==> src/rtl/if_fetch_unit.sv <==
// IF-stage fetch unit: issues the current pc to instruction memory, buffers the
// in-order responses for decode, and discards stale fetches after a redirect.
module if_fetch_unit #(
   parameter int          DEPTH  = 2,
   parameter logic [31:0] RST_PC = 32'h0
) (
   input  logic        clock,
   input  logic        reset,
   input  logic [31:0] pc_in,
   output logic        pc_load,
   input  logic        redirect,
   output logic        imem_req_valid,
   input  logic        imem_req_ready,
   output logic [31:0] imem_req_addr,
   input  logic        imem_rsp_valid,
   input  logic [31:0] imem_rsp_data,
   output logic        id_valid,
   input  logic        id_ready,
   output logic [31:0] id_instr,
   output logic [31:0] id_pc
);
   localparam int CW = $clog2(DEPTH + 1);
   localparam int PW = (DEPTH > 1) ? $clog2(DEPTH) : 1;

   logic [CW-1:0] outstanding_q, outstanding_d;
   logic [CW-1:0] drop_cnt_q, drop_cnt_d;
   logic [CW-1:0] count_q, count_d;
   logic [PW-1:0] fq_wr_q, fq_wr_d, fq_rd_q, fq_rd_d;
   logic [PW-1:0] bf_wr_q, bf_wr_d, bf_rd_q, bf_rd_d;
   logic          rst_dly_q;

   logic [31:0]   fq_pc_q    [DEPTH];
   logic [31:0]   bf_instr_q [DEPTH];
   logic [31:0]   bf_pc_q    [DEPTH];

   logic blocked, redir, credit, req_fire, rsp_ok, rsp_drop, rsp_push, id_pop;

   function automatic logic [PW-1:0] ptr_inc(input logic [PW-1:0] p);
      return (p == PW'(DEPTH - 1)) ? '0 : p + 1'b1;
   endfunction

   // Requests and pc loads stay quiet during reset and the cycle after it.
   assign blocked        = reset | rst_dly_q;
   assign redir          = redirect & ~blocked;
   assign credit         = ({1'b0, outstanding_q} + {1'b0, count_q}) < (CW+1)'(DEPTH);
   assign imem_req_valid = credit & ~redirect & ~blocked;
   assign imem_req_addr  = pc_in;
   assign req_fire       = imem_req_valid & imem_req_ready;
   assign pc_load        = req_fire | redir;

   // A response with nothing outstanding is ignored so counters never underflow.
   assign rsp_ok   = imem_rsp_valid & (outstanding_q != '0) & ~reset;
   assign rsp_drop = rsp_ok & (redir | (drop_cnt_q != '0));
   assign rsp_push = rsp_ok & ~rsp_drop;

   assign id_valid = (count_q != '0) & ~reset;
   assign id_pop   = id_valid & id_ready;
   assign id_instr = bf_instr_q[bf_rd_q];
   assign id_pc    = id_valid ? bf_pc_q[bf_rd_q] : RST_PC;

   always_comb begin
      outstanding_d = outstanding_q + CW'(req_fire) - CW'(rsp_ok);
      fq_wr_d       = req_fire ? ptr_inc(fq_wr_q) : fq_wr_q;
      fq_rd_d       = rsp_ok   ? ptr_inc(fq_rd_q) : fq_rd_q;
      drop_cnt_d    = drop_cnt_q;
      count_d       = count_q;
      bf_wr_d       = bf_wr_q;
      bf_rd_d       = bf_rd_q;
      if (redir) begin
         // Everything still in flight is wrong-path; so is a response arriving now.
         drop_cnt_d = outstanding_q - CW'(rsp_ok);
         count_d    = '0;
         bf_wr_d    = '0;
         bf_rd_d    = '0;
      end else begin
         if (rsp_drop) drop_cnt_d = drop_cnt_q - 1'b1;
         count_d = count_q + CW'(rsp_push) - CW'(id_pop);
         if (rsp_push) bf_wr_d = ptr_inc(bf_wr_q);
         if (id_pop)   bf_rd_d = ptr_inc(bf_rd_q);
      end
   end

   always_ff @(posedge clock) begin
      if (reset) begin
         outstanding_q <= '0;
         drop_cnt_q    <= '0;
         count_q       <= '0;
         fq_wr_q       <= '0;
         fq_rd_q       <= '0;
         bf_wr_q       <= '0;
         bf_rd_q       <= '0;
         rst_dly_q     <= 1'b1;
      end else begin
         outstanding_q <= outstanding_d;
         drop_cnt_q    <= drop_cnt_d;
         count_q       <= count_d;
         fq_wr_q       <= fq_wr_d;
         fq_rd_q       <= fq_rd_d;
         bf_wr_q       <= bf_wr_d;
         bf_rd_q       <= bf_rd_d;
         rst_dly_q     <= 1'b0;
      end
   end

   always_ff @(posedge clock) begin
      if (req_fire) fq_pc_q[fq_wr_q] <= pc_in;
      if (rsp_push) begin
         bf_instr_q[bf_wr_q] <= imem_rsp_data;
         bf_pc_q[bf_wr_q]    <= fq_pc_q[fq_rd_q];
      end
   end
endmodule

==> config.mk <==
export PLATFORM = sky130hd
export DESIGN_NAME = if_fetch_unit
export DESIGN_NICKNAME = d
export VERILOG_FILES = /design/src/rtl/if_fetch_unit.sv
export SDC_FILE = /design/constraint.sdc
export NUM_CORES = 1
export LEC_CHECK = 0
export BUFFER_PORTS_ARGS = -buffer_cell sky130_fd_sc_hd__buf_2
export CAP_MARGIN = 20
export CELL_PAD_IN_SITES_DETAIL_PLACEMENT = 0
export CELL_PAD_IN_SITES_GLOBAL_PLACEMENT = 1
export CORE_MARGIN = 4
export CORE_UTILIZATION = 45
export CTS_CLUSTER_SIZE = 28
export DETAILED_ROUTE_END_ITERATION = 6
export HOLD_SLACK_MARGIN = 0.03
export PLACE_DENSITY_LB_ADDON = 0.1
export SYNTH_ARGS = -nofsm -noshare
export SYNTH_HDL_FRONTEND = slang
export SYNTH_SLANG_ARGS = --single-unit
export TNS_END_PERCENT = 100
==> constraint.sdc <==
create_clock -name clock -period 4.6 [get_ports clock]
set_input_delay 0.23 -clock clock [delete_from_list [all_inputs] [get_ports clock]]
set_output_delay 0.23 -clock clock [all_outputs]
set_load 0.02 [all_outputs]
==> results of run 1 <==
-- cell families after synthesis --
logic type / share of synthesized area, %
muxes: 13.3
DFF: 76.2
and+or+nand+nor: 3.46
AOI/OAI and AO/OA: 0.933
buffers and inverters: 4.29
xor gates and xnor gates: 0.664
adders and majority gates: 1.20
-- sequential cells by signal, indices dropped and copies added (netlist names), 2 cells and up, named ones only --
signal and count:
bf_instr_q 64, outstanding_q 2, drop_cnt_q 2, fq_pc_q 64
bf_pc_q 64, count_q 2
-- placed cells by master (no fill, tap or decap), types with 4 or more instances in the layout --
| master | n |
|---|---|
| sky130_fd_sc_hd__o21ai_0 | 4 |
| sky130_fd_sc_hd__dlygate4sd3_1 | 65 |
| sky130_fd_sc_hd__inv_1 | 9 |
| sky130_fd_sc_hd__ha_1 | 6 |
| sky130_fd_sc_hd__nor2_1 | 42 |
| sky130_fd_sc_hd__buf_2 | 168 |
| sky130_fd_sc_hd__dfxtp_1 | 12 |
| sky130_fd_sc_hd__mux2i_1 | 33 |
| sky130_fd_sc_hd__edfxtp_1 | 192 |
| sky130_fd_sc_hd__mux2_2 | 64 |
| sky130_fd_sc_hd__clkinv_1 | 6 |
| sky130_fd_sc_hd__clkbuf_16 | 21 |
-- critical path, stage by stage (launching register included) --
cell	delay, ns
sky130_fd_sc_hd__dfxtp_1	0.40
sky130_fd_sc_hd__and2_1	0.16
sky130_fd_sc_hd__fa_1	0.41
sky130_fd_sc_hd__or4_4	0.43
sky130_fd_sc_hd__or3b_1	0.49
sky130_fd_sc_hd__nor2_4	0.78
-- stage by stage --
stage | instance area [µm²] | cells | util, % | hold slack, ns | setup slack [ns]
final | 10100 | 893 | 58.7 | 0.122 | 1.52
after global routing | 10100 | 893 | 58.7 | 0.151 | 1.35
after CTS | 10100 | 893 | 58.7 | 0.0981 | 1.44
after detailed placement | 8790 | 792 | 51.0 | 0.421 | 1.47
after global placement | 8790 | 792 | 51.0 | 0.419 | 1.54
after floorplan | 7910 | 444 | - | 0.258 | 0.415
-- report_power, final --
group	internal, mW	switching [mW]
Sequential	2.06	0.00825
Clock	1.00	0.642
Combinational	0.105	0.105
-- area by class of cell --
class / instances / area share (%)
Sequential cell: 205 / 59.6
Multi-Input combinational cell: 182 / 15.6
Timing Repair Buffer: 236 / 15.0
Clock buffer: 24 / 5.31
Tap cell: 225 / 2.78
Clock inverter: 12 / 1.35
Inverter: 9 / 0.334
-- final timing paths --
path,start,to,slack [ns],cells past startpoint
setup reg to reg,count_q[0]$_SDFF_PP0_,fq_pc_q[0][18]$_DFFE_PP_,1.52,5
hold / removal,redirect,drop_cnt_q[0]$_SDFFE_PP0P_,0.12,3
hold reg to reg,drop_cnt_q[0]$_SDFFE_PP0P_,drop_cnt_q[0]$_SDFFE_PP0P_,0.51,2
setup / recovery,count_q[0]$_SDFF_PP0_,fq_pc_q[0][18]$_DFFE_PP_,1.52,5
-- timing repair --
item                                   4_1_cts  5_1_grt
hold buffers                                65        0
endpoints found under the hold margin      129        0
resized for setup                            0        0
-- per-layer routing --
layer  routed length (µm)  up-vias
met1                 6410     2060
met3                  959       26
met2                 7040      150
met5                    0        -
li1                     -     2055
met4                  314        0
==> metrics.json, run 1 <==
{
  "route": {
    "residual_drc_count": 0,
    "drtPass1Iterations": 4,
    "num_vias": 4291,
    "drt-vias-per-instance": 4.81,
    "antenna_nets_post_route": 0,
    "drt_first_iter_violations": 262,
    "routed_wirelength_mm": 14.7,
    "drt-wirelength-per-cell_um": 16.5
  },
  "die": {
    "fp.dieH_um": 141,
    "chipWidth_um": 141,
    "std_cell_rows": 48,
    "start_util_pct": 45.9,
    "io-pin-count": 169,
    "die_area_mm2": 0.0198,
    "core_mm2": 0.0172
  },
  "layout": {
    "multi_input_comb_area_mm2": 0.00158,
    "num-fill-cells": 1359,
    "antennaDiodeCount": 0,
    "post_route_cells_drive_above_1_share_pct": 40.4,
    "finalNetCount": 732,
    "syn2layout_area_growth_pct": 27.8,
    "seq_area_mm2": 0.00603
  },
  "timing": {
    "post_route_setup_tns_ns": 0,
    "min_period_over_period_pct": 67.0,
    "rsz0062_at_grt": "false",
    "maxSlewViolCount": 0,
    "worst_clock_skew_ns": 0.00791,
    "tightestPinTransition_ns": 1.01,
    "finalWorstPathRequiredPeriod_ns": 3.08,
    "finalHoldViolations": 0,
    "fmax_mhz": 324,
    "setup_viol_count_final": 0,
    "slew_headroom_pct": 32.5
  },
  "synth": {
    "postSynthNetCount": 521,
    "avg_synthesized_cell_area_um2": 17.8,
    "synth.area.top_cells": "sky130_fd_sc_hd__edfxtp_1, sky130_fd_sc_hd__mux2_2, sky130_fd_sc_hd__mux2i_1",
    "synth.largest_area_cell": "sky130_fd_sc_hd__edfxtp_1",
    "syn_inst": 444,
    "yosysUniqueCellTypes": 31,
    "syn-cell-area_mm2": 0.00791,
    "postSynth.asyncResetShare_pct": 0,
    "synth_ff_type": "sky130_fd_sc_hd__edfxtp_1",
    "synth_enable_flop_cells": 192,
    "yosysSeqAreaShare_pct": 76.2,
    "synth.most_common_cell": "sky130_fd_sc_hd__edfxtp_1",
    "yosys-top-cells-count": "sky130_fd_sc_hd__edfxtp_1, sky130_fd_sc_hd__mux2_2, sky130_fd_sc_hd__nor2_1",
    "yosys_register_bits": 205,
    "synth.top_cell.area_share_pct": 72.9,
    "yosys_warnings": 0
  },
  "clock_network": {
    "clk_transition_reported_paths_ns": 0.06,
    "cts-buffers-inserted": 21,
    "postCtsSetupRepairBufs": 0,
    "clock_tree.root_cell": "sky130_fd_sc_hd__clkbuf_16",
    "cts_tree": "built",
    "worstSkewPairLatency_ns": 0.48,
    "cts_buffer_depth": 3,
    "htreeDepth": 1,
    "cts.sinks": 205
  },
  "run": {
    "max_cap_viol_count": 0
  },
  "global_route": {
    "grt_pass1_wl_mm": 23.5,
    "antenna_found_initial": 0,
    "groute.layer.met2.usage_pct": 25.0,
    "globalRouteOverflowTotal": 0,
    "first_global_vias": 4550,
    "met3_usage_in_global_routing_pct": 2.99,
    "met1_track_usage_gr_pct": 20.0,
    "grt_max_degree": 65,
    "grt.total_usage_pct": 14.9,
    "grt_most_used_layer": "met2"
  },
  "worst_setup_path": {
    "crit_path_max_fanout": 32,
    "worstSetupPathType": "register to register",
    "required_ns": 4.70,
    "timing.critical_path.arrival_ns": 3.18,
    "worstSetupEndpointType": "register",
    "launching_element_type_of_the_critical_path": "register"
  },
  "placement": {
    "gp_congestion": 0.713,
    "port-buffer-count": 168,
    "detailed_place_hpwl_mm": 8.97
  },
  "pwr": {
    "cellLeakagePower_nw": 3.72,
    "vdd_ir_drop_max_mv": 0.289,
    "power_mw": 3.92,
    "powerDensity_mw_per_mm2": 388
  },
  "hold_path": {
    "min-delay-path-class": "input pin to register"
  },
  "outcome": {
    "run_status": "finished, final reports clean"
  }
}
(Power assumes the default switching activity.)
==> run 2, diff against run 1 <==
--- a/config.mk
+++ b/config.mk
@@ -10,7 +10,7 @@
 export CELL_PAD_IN_SITES_DETAIL_PLACEMENT = 0
 export CELL_PAD_IN_SITES_GLOBAL_PLACEMENT = 1
 export CORE_MARGIN = 4
-export CORE_UTILIZATION = 45
+export CORE_UTILIZATION = 41
 export CTS_CLUSTER_SIZE = 28
 export DETAILED_ROUTE_END_ITERATION = 6
 export HOLD_SLACK_MARGIN = 0.03
==> constraint.sdc (replaced) <==
create_clock -name clock -period 2.6 [get_ports clock]
set_input_delay 0.13 -clock clock [delete_from_list [all_inputs] [get_ports clock]]
set_output_delay 0.13 -clock clock [all_outputs]
set_load 0.02 [all_outputs]
==> run 2 against run 1 <==
  * The flow now finishes with violations (setup timing)
  * Hold slack lost 0.063 ns
  * Total power grew 78%
  * Sequential share of layout area shrank 1.9 points
  * Critical path type is now register to primary output
==> metrics.json, run 2 (same netlist as run 1, synthesis figures left out) <==
{
  "route": {
    "drt-wirelength-per-cell": {"value": 16.5, "unit": "µm", "change": "about the same"},
    "residual_drc_count": {"value": 0, "change": "unchanged"},
    "num_vias": {"value": 4379, "change": "+2.1%"},
    "drt_first_iter_violations": {"value": 194, "change": "-26%"},
    "drt-vias-per-instance": {"value": 4.64, "change": "-3.4%"},
    "antenna_nets_post_route": {"value": 0, "change": "unchanged"},
    "routed_wirelength": {"value": 15.5, "unit": "mm", "change": "+5.5%"},
    "drtPass1Iterations": {"value": 4, "change": "unchanged"}
  },
  "timing": {
    "slew_headroom": {"value": 43.5, "unit": "%", "change": "+11 points"},
    "tightestPinTransition": {"value": 0.847, "unit": "ns", "change": "-0.165 ns"},
    "worst_clock_skew": {"value": 0.00711, "unit": "ns", "change": "-0.000791 ns"},
    "rsz0062_at_grt": "true",
    "hold_ws": {"value": 0.0584, "unit": "ns", "change": "-0.0631 ns"},
    "setup_viol_count_final": {"value": 3, "change": "+3"},
    "fmax_mhz": 374,
    "finalHoldViolations": {"value": 0, "change": "unchanged"},
    "min_period_over_period_pct": 103,
    "finalWorstPathRequiredPeriod_ns": 2.68,
    "maxSlewViolCount": {"value": 0, "change": "unchanged"},
    "post_route_setup_tns": {"value": -0.183, "unit": "ns", "change": "-0.183 ns"},
    "finalWorstSetupSlack": {"value": -0.0769, "unit": "ns", "change": "-1.59 ns"}
  },
  "clock_network": {
    "cts-buffers-inserted": {"value": 22, "change": "+4.8%"},
    "htreeDepth": {"value": 1, "change": "unchanged"},
    "cts_tree": "built",
    "clock_tree.root_cell": "sky130_fd_sc_hd__clkbuf_16",
    "worstSkewPairLatency": {"value": 0.49, "unit": "ns", "change": "about the same"},
    "cts_buffer_depth": {"value": 3, "change": "unchanged"},
    "clk_transition_reported_paths": {"value": 0.06, "unit": "ns", "change": "about the same"},
    "cts.sinks": {"value": 205, "change": "unchanged"}
  },
  "worst_setup_path": {
    "cpMostUsedCell": "sky130_fd_sc_hd__buf_6",
    "critical_path.slowest_cell": "sky130_fd_sc_hd__or4_4",
    "crit_path_max_fanout": {"value": 3, "change": "-91%"},
    "timing.critical_path.arrival": {"value": 2.55, "unit": "ns", "change": "-0.63 ns"},
    "worstReg2RegEnd": "outstanding_q[0]$_SDFF_PP0_",
    "timing.reg2reg.setup_slack": {"value": -0.06, "unit": "ns", "change": "-1.58 ns"},
    "reg2regPathDepth": {"value": 9, "change": "+4"},
    "worstSetupEndpointType": "primary output",
    "crit_chain": "and2_4 > fa_1 > or4_4 > or3b_4 > buf_6 > o21ai_2 > buf_6",
    "worstSetupPathType": "register to primary output",
    "launching_element_type_of_the_critical_path": "register",
    "timing.rr.start": "count_q[0]$_SDFF_PP0_",
    "critical-path-max-stage-delay": {"value": 0.44, "unit": "ns", "change": "-0.34 ns"},
    "required": {"value": 2.47, "unit": "ns", "change": "-2.23 ns"}
  },
  "global_route": {
    "globalRouteOverflowTotal": {"value": 0, "change": "unchanged"},
    "grt.total_usage": {"value": 14.1, "unit": "%", "change": "-0.79 points"},
    "grt_max_degree": {"value": 42, "change": "-35%"},
    "grt_pass1_wl": {"value": 24.6, "unit": "mm", "change": "+4.7%"},
    "first_global_vias": {"value": 4730, "change": "+4.0%"},
    "antenna_found_initial": {"value": 0, "change": "unchanged"}
  },
  "layout": {
    "syn2layout_area_growth_pct": 32.2,
    "utilization_of_the_core_after_routing": {"value": 55.5, "unit": "%", "change": "-3.1 points"},
    "stdcell_area": {"value": 0.0105, "unit": "mm²", "change": "+3.4%"},
    "antennaDiodeCount": {"value": 0, "change": "unchanged"},
    "num-fill-cells": {"value": 1511, "change": "+11%"},
    "finalNetCount": {"value": 750, "change": "+2.5%"},
    "top_regs": "bf_instr_q: 64 flops, bf_pc_q: 64 flops, fq_pc_q: 64 flops",
    "post_route_cells_drive_above_1_share": {"value": 43.5, "unit": "%", "change": "+3.1 points"},
    "final_cell_mix": "sky130_fd_sc_hd__edfxtp_1, sky130_fd_sc_hd__buf_2, sky130_fd_sc_hd__dlygate4sd3_1",
    "layout_commonest_cell": "sky130_fd_sc_hd__edfxtp_1"
  },
  "pwr": {
    "vdd_ir_drop_max": {"value": 0.482, "unit": "mV", "change": "+67%"},
    "cellLeakagePower": {"value": 3.86, "unit": "nW", "change": "+3.7%"},
    "powerDensity": {"value": 666, "unit": "mW/mm²", "change": "+72%"}
  },
  "placement": {
    "place_worst_setup_slack": {"value": 0.0292, "unit": "ns", "change": "-1.44 ns"},
    "postPlaceCellArea": {"value": 0.00900, "unit": "mm²", "change": "+2.4%"},
    "port-buffer-count": {"value": 168, "change": "unchanged"},
    "detailed_place_hpwl": {"value": 9.59, "unit": "mm", "change": "+6.9%"},
    "gp_congestion": {"value": 0.712, "change": "about the same"}
  },
  "die": {
    "io-pin-count": {"value": 169, "change": "unchanged"},
    "fp.dieH": {"value": 147, "unit": "µm", "change": "+4.5%"},
    "std_cell_rows": {"value": 50, "change": "+4.2%"},
    "start_util": {"value": 42.0, "unit": "%", "change": "-3.9 points"},
    "core": {"value": 0.0188, "unit": "mm²", "change": "+9.2%"},
    "chipWidth": {"value": 147, "unit": "µm", "change": "+4.5%"},
    "die_area": {"value": 0.0216, "unit": "mm²", "change": "+9.2%"}
  },
  "run": {
    "max_cap_viol_count": {"value": 0, "change": "unchanged"}
  },
  "outcome": {
    "failed_checks": "setup timing",
    "run_status": "finished with violations"
  },
  "hold_path": {
    "worstHoldPathCells": {"value": 4, "change": "+1"},
    "min-delay-path-class": "input pin to register",
    "min-delay-start": "id_ready"
  }
}
==> run 2: how the worst max path moves through the flow <==
stage | start | end | slack (ns) | cells past startpoint
finish | count_q[0]$_SDFF_PP0_ | pc_load | -0.08 | 7
global route | count_q[0]$_SDFF_PP0_ | pc_load | -0.14 | 7
CTS | count_q[0]$_SDFF_PP0_ | pc_load | -0.09 | 7
detailed placement | count_q[0]$_SDFF_PP0_ | fq_pc_q[0][14]$_DFFE_PP_ | 0.03 | 7
global placement | count_q[0]$_SDFF_PP0_ | fq_pc_q[0][13]$_DFFE_PP_ | 0.06 | 7
floorplan | drop_cnt_q[0]$_SDFFE_PP0P_ | bf_instr_q[0][0]$_DFFE_PP_ | -0.53 | 5
==> run 2: final cells by class <==
cell class	instances	area, µm²	area share (%)
Multi-Input combinational cell	182	1610	15.4
Sequential cell	205	6030	57.7
Timing Repair Buffer	253	1780	17.0
Tap cell	260	325	3.11
Inverter	9	33.8	0.323
Clock buffer	30	632	6.04
Clock inverter	4	43.8	0.419
==> run 2: metal layers <==
layer	vias up	wire (µm)	share of wire [%]	GRT usage, %
met3	23	856	5.5	2.93
met2	134	7710	50	24.9
met1	2136	6730	43	17.9
met4	0	236	1.5	3.40
li1	2086	-	-	-
met5	-	0	0	0
==> run 2: repair_timing <==
action / 4_1_cts / 5_1_grt
setup buffers: 0 / 2
hold endpoints to repair: 134 / 0
pin swaps: 0 / 2
hold buffers: 66 / 0
endpoints found under the setup margin: 1 / 22
gates resized for setup: 6 / 3
gates cloned: 0 / 2
==> run 2: worst max-delay path, delay by kind of cell (launching register included) <==
| family | cells | cell delay, ns |
|---|---|---|
| AO/OA/AOI/OAI | 1 | 0.05 |
| adder cells (fa/ha/maj) | 1 | 0.42 |
| buffers and inverters | 2 | 0.27 |
| flip-flops | 1 | 0.32 |
| AND/OR/NAND/NOR | 3 | 0.99 |
==> run 2: report_power, final <==
group / switching (mW) / total, mW / internal [mW] / leakage (nW)
clock: 1.13 / 2.91 / 1.78 / 0.333
sequential: 0.0266 / 3.67 / 3.65 / 1.84
combinational: 0.184 / 0.388 / 0.203 / 1.69
==> run 2: through the flow <==
step	instances	power (mW)
finish	943	6.97
global route	943	7.26
CTS	939	7.05
detailed placement	839	4.04
global placement	839	4.03
floorplan	444	3.92
==> run 3, diff against run 2 <==
--- a/config.mk
+++ b/config.mk
@@ -5,14 +5,14 @@
 export SDC_FILE = /design/constraint.sdc
 export NUM_CORES = 1
 export LEC_CHECK = 0
-export BUFFER_PORTS_ARGS = -buffer_cell sky130_fd_sc_hd__buf_2
 export CAP_MARGIN = 20
 export CELL_PAD_IN_SITES_DETAIL_PLACEMENT = 0
 export CELL_PAD_IN_SITES_GLOBAL_PLACEMENT = 1
 export CORE_MARGIN = 4
-export CORE_UTILIZATION = 41
-export CTS_CLUSTER_SIZE = 28
+export CORE_UTILIZATION = 47
+export CTS_CLUSTER_DIAMETER = 50
 export DETAILED_ROUTE_END_ITERATION = 6
+export DONT_BUFFER_PORTS = 1
 export HOLD_SLACK_MARGIN = 0.03
 export PLACE_DENSITY_LB_ADDON = 0.1
 export SYNTH_ARGS = -nofsm -noshare
==> run 3 against run 2 <==
  * The flow now finishes without violations
  * Global-route usage is essentially flat
  * Maximum frequency up 4.0%
  * Worst setup slack improved by 0.10 ns
  * Sequential power is essentially flat
  * Count of clock-buffer cells in the layout is 3 lower
  * Sequential cell count unchanged
  * Register-to-register slack gained 0.14 ns
  * Critical path depth down 1
  * Non-clock buffer count decreased by 168
  * Largest cell class unchanged
==> metrics.json, run 3 (same netlist as run 1, synthesis figures left out) <==
{
  "die": {
    "die_area": {"value": 0.0190, "unit": "mm²", "change": "-12%"},
    "std_cell_rows": {"value": 47, "change": "-6.0%"},
    "fp.dieH": {"value": 138, "unit": "µm", "change": "-6.2%"},
    "core": {"value": 0.0165, "unit": "mm²", "change": "-12%"},
    "io-pin-count": {"value": 169, "change": "unchanged"},
    "start_util": {"value": 47.9, "unit": "%", "change": "+5.9 points"},
    "chipWidth": {"value": 138, "unit": "µm", "change": "-6.2%"}
  },
  "timing": {
    "hold_ws": {"value": 0.113, "unit": "ns", "change": "+0.0545 ns"},
    "setup_viol_count_final": {"value": 0, "change": "-3"},
    "maxSlewViolCount": {"value": 0, "change": "unchanged"},
    "slew_headroom": {"value": 44.4, "unit": "%", "change": "+0.82 points"},
    "rsz0062_at_grt": "true",
    "min_period_over_period": {"value": 99.0, "unit": "%", "change": "-4.0 points"},
    "finalWorstPathRequiredPeriod": {"value": 2.57, "unit": "ns", "change": "-0.104 ns"},
    "finalHoldViolations": {"value": 0, "change": "unchanged"},
    "fmax": {"value": 389, "unit": "MHz", "change": "+4.0%"},
    "tightestPinTransition": {"value": 0.835, "unit": "ns", "change": "-0.0124 ns"},
    "worst_clock_skew": {"value": 0.0118, "unit": "ns", "change": "+0.00467 ns"}
  },
  "global_route": {
    "antenna_found_initial": {"value": 0, "change": "unchanged"},
    "globalRouteOverflowTotal": {"value": 0, "change": "unchanged"},
    "grt.total_usage": {"value": 14.1, "unit": "%", "change": "+0.031 points"},
    "first_global_vias": {"value": 3842, "change": "-19%"},
    "grt_pass1_wl": {"value": 20.4, "unit": "mm", "change": "-17%"},
    "grt_max_degree": {"value": 42, "change": "unchanged"}
  },
  "placement": {
    "dpl.cell_count": {"value": 632, "change": "-25%"},
    "gp_congestion": {"value": 0.688, "change": "-3.4%"},
    "detailed_place_hpwl": {"value": 8.08, "unit": "mm", "change": "-16%"},
    "port-buffer-count": {"value": 0, "change": "-100%"}
  },
  "route": {
    "num_vias": {"value": 3709, "change": "-15%"},
    "drt-wirelength-per-cell": {"value": 18.3, "unit": "µm", "change": "+11%"},
    "drt-vias-per-instance": {"value": 4.99, "change": "+7.4%"},
    "routed_wirelength": {"value": 13.6, "unit": "mm", "change": "-12%"},
    "residual_drc_count": {"value": 0, "change": "unchanged"},
    "antenna_nets_post_route": {"value": 0, "change": "unchanged"},
    "drtPass1Iterations": {"value": 6, "change": "+2"},
    "drt_first_iter_violations": {"value": 177, "change": "-8.8%"}
  },
  "worst_setup_path": {
    "worstSetupPathType": "register to primary output",
    "timing.critical_path.arrival": {"value": 2.44, "unit": "ns", "change": "-0.11 ns"},
    "launching_element_type_of_the_critical_path": "register",
    "crit_path_max_fanout": {"value": 3, "change": "unchanged"},
    "worstSetupEndpointType": "primary output",
    "required": {"value": 2.47, "unit": "ns", "change": "about the same"},
    "reg2regPathDepth": {"value": 7, "change": "-2"}
  },
  "pwr": {
    "powerDensity": {"value": 745, "unit": "mW/mm²", "change": "+12%"},
    "p_int": {"value": 5.75, "unit": "mW", "change": "+2.3%"},
    "power_frac_seq": {"value": 51.2, "unit": "%", "change": "-1.5 points"},
    "power": {"value": 7.16, "unit": "mW", "change": "+2.8%"},
    "switching_power": {"value": 1.41, "unit": "mW", "change": "+5.0%"},
    "vdd_ir_drop_max": {"value": 0.788, "unit": "mV", "change": "+63%"},
    "cellLeakagePower": {"value": 3.17, "unit": "nW", "change": "-18%"},
    "p_clk_share": {"value": 45.2, "unit": "%", "change": "+3.5 points"},
    "p_sw_share": {"value": 19.7, "unit": "%", "change": "+0.40 points"},
    "portion_of_total_power_attributed_to_combinational_logic": {"value": 3.5, "unit": "%", "change": "-2.1 points"}
  },
  "clock_network": {
    "cts_buffer_depth": {"value": 3, "change": "unchanged"},
    "cts_tree": "built",
    "worstSkewPairLatency": {"value": 0.50, "unit": "ns", "change": "about the same"},
    "clk_transition_reported_paths": {"value": 0.06, "unit": "ns", "change": "about the same"},
    "htreeDepth": {"value": 1, "change": "unchanged"},
    "cts-buffers-inserted": {"value": 24, "change": "+9.1%"},
    "cts.sinks": {"value": 205, "change": "unchanged"},
    "clock_tree.root_cell": "sky130_fd_sc_hd__clkbuf_16"
  },
  "run": {
    "max_cap_viol_count": {"value": 0, "change": "unchanged"}
  },
  "hold_path": {
    "min-delay-path-class": "input pin to register",
    "worstHoldPathCells": {"value": 4, "change": "unchanged"}
  },
  "layout": {
    "syn2layout_area_growth_pct": 21.6,
    "final_standard_cell_count_with_taps_included_and_fillers_excluded": {"value": 744, "change": "-21%"},
    "finalNetCount": {"value": 584, "change": "-22%"},
    "top_regs": "bf_instr_q: 64 flops, bf_pc_q: 64 flops, fq_pc_q: 64 flops",
    "final_cell_mix": "sky130_fd_sc_hd__edfxtp_1, sky130_fd_sc_hd__dlygate4sd3_1, sky130_fd_sc_hd__mux2_2",
    "post_route_cells_drive_above_1_share": {"value": 25.4, "unit": "%", "change": "-18 points"},
    "antennaDiodeCount": {"value": 0, "change": "unchanged"},
    "layout_commonest_cell": "sky130_fd_sc_hd__edfxtp_1"
  },
  "outcome": {
    "run_status": "finished, final reports clean"
  }
}
## run 3: cell types whose count changed in the layout (fill, tap and decap cells not counted), sizes merged
cell and change:
clkinv +6, inv +3, clkbuf -5, bufinv +1, buf -168, dlygate4sd3 +2, clkinvlp +2
## run 3: final timing paths
kind,start,endpoint,slack [ns]
worst min-delay path,reset,drop_cnt_q[0]$_SDFFE_PP0P_,0.11
worst max-delay path,count_q[0]$_SDFF_PP0_,pc_load,0.03
worst min register to register,bf_rd_q$_SDFFE_PP0P_,register,0.50
worst max register to register,count_q[0]$_SDFF_PP0_,fq_pc_q[0][16]$_DFFE_PP_,0.08
## run 3: power groups by stage
stage / clock network (mW) / registers (mW) / logic, mW
after floorplan: 0 / 3.73 / 0.198
after global placement: 0 / 3.74 / 0.150
after detailed placement: 0 / 3.74 / 0.153
after CTS: 3.34 / 3.67 / 0.257
after global routing: 3.51 / 3.67 / 0.277
final: 3.24 / 3.67 / 0.254
## run 3: final cells by class
| type | instances | area [µm²] |
|---|---|---|
| Clock buffer | 27 | 633 |
| Clock inverter | 16 | 156 |
| Fill cell | 1290 | 6910 |
| Inverter | 9 | 33.8 |
| Multi-Input combinational cell | 182 | 1600 |
| Sequential cell | 205 | 6030 |
| Tap cell | 220 | 275 |
| Timing Repair Buffer | 85 | 887 |
## run 3: through the flow
step	cell area (µm²)	utilization (%)	TNS, ns	worst slack, ns
final	9620	58.2	0	0.0272
after global routing	9620	58.2	-0.0789	-0.0407
after CTS	9610	58.2	-0.0172	-0.0172
after detailed placement	8120	49.1	0	0.0495
after global placement	8120	49.1	0	0.0842
after floorplan	7940	-	-70.87	-0.532
## run 3: worst max-delay path, stage by stage (launching register included)
cell                      delay, ns
sky130_fd_sc_hd__dfxtp_2       0.31
sky130_fd_sc_hd__and2_4        0.15
sky130_fd_sc_hd__fa_1          0.42
sky130_fd_sc_hd__or4_4         0.43
sky130_fd_sc_hd__or3b_4        0.40
sky130_fd_sc_hd__buf_6         0.14
sky130_fd_sc_hd__o21ai_4       0.10
## run 3: per-layer routing
| metal | vias up | wire [µm] | GRT usage (%) |
|---|---|---|---|
| met5 | - | 0 | 0 |
| met4 | 0 | 246 | 3.68 |
| met3 | 17 | 1370 | 5.59 |
| met2 | 123 | 6830 | 24.6 |
| met1 | 1816 | 5170 | 16.2 |
| li1 | 1753 | - | - |
## run 3: timing repair
item | CTS | global route
hold endpoints to repair | 141 | 0
hold buffers | 68 | 0
setup buffers | 0 | 1
cloned | 0 | 0
resized for setup | 5 | 0
endpoints found under the setup margin | 1 | 3
pin swaps | 0 | 1
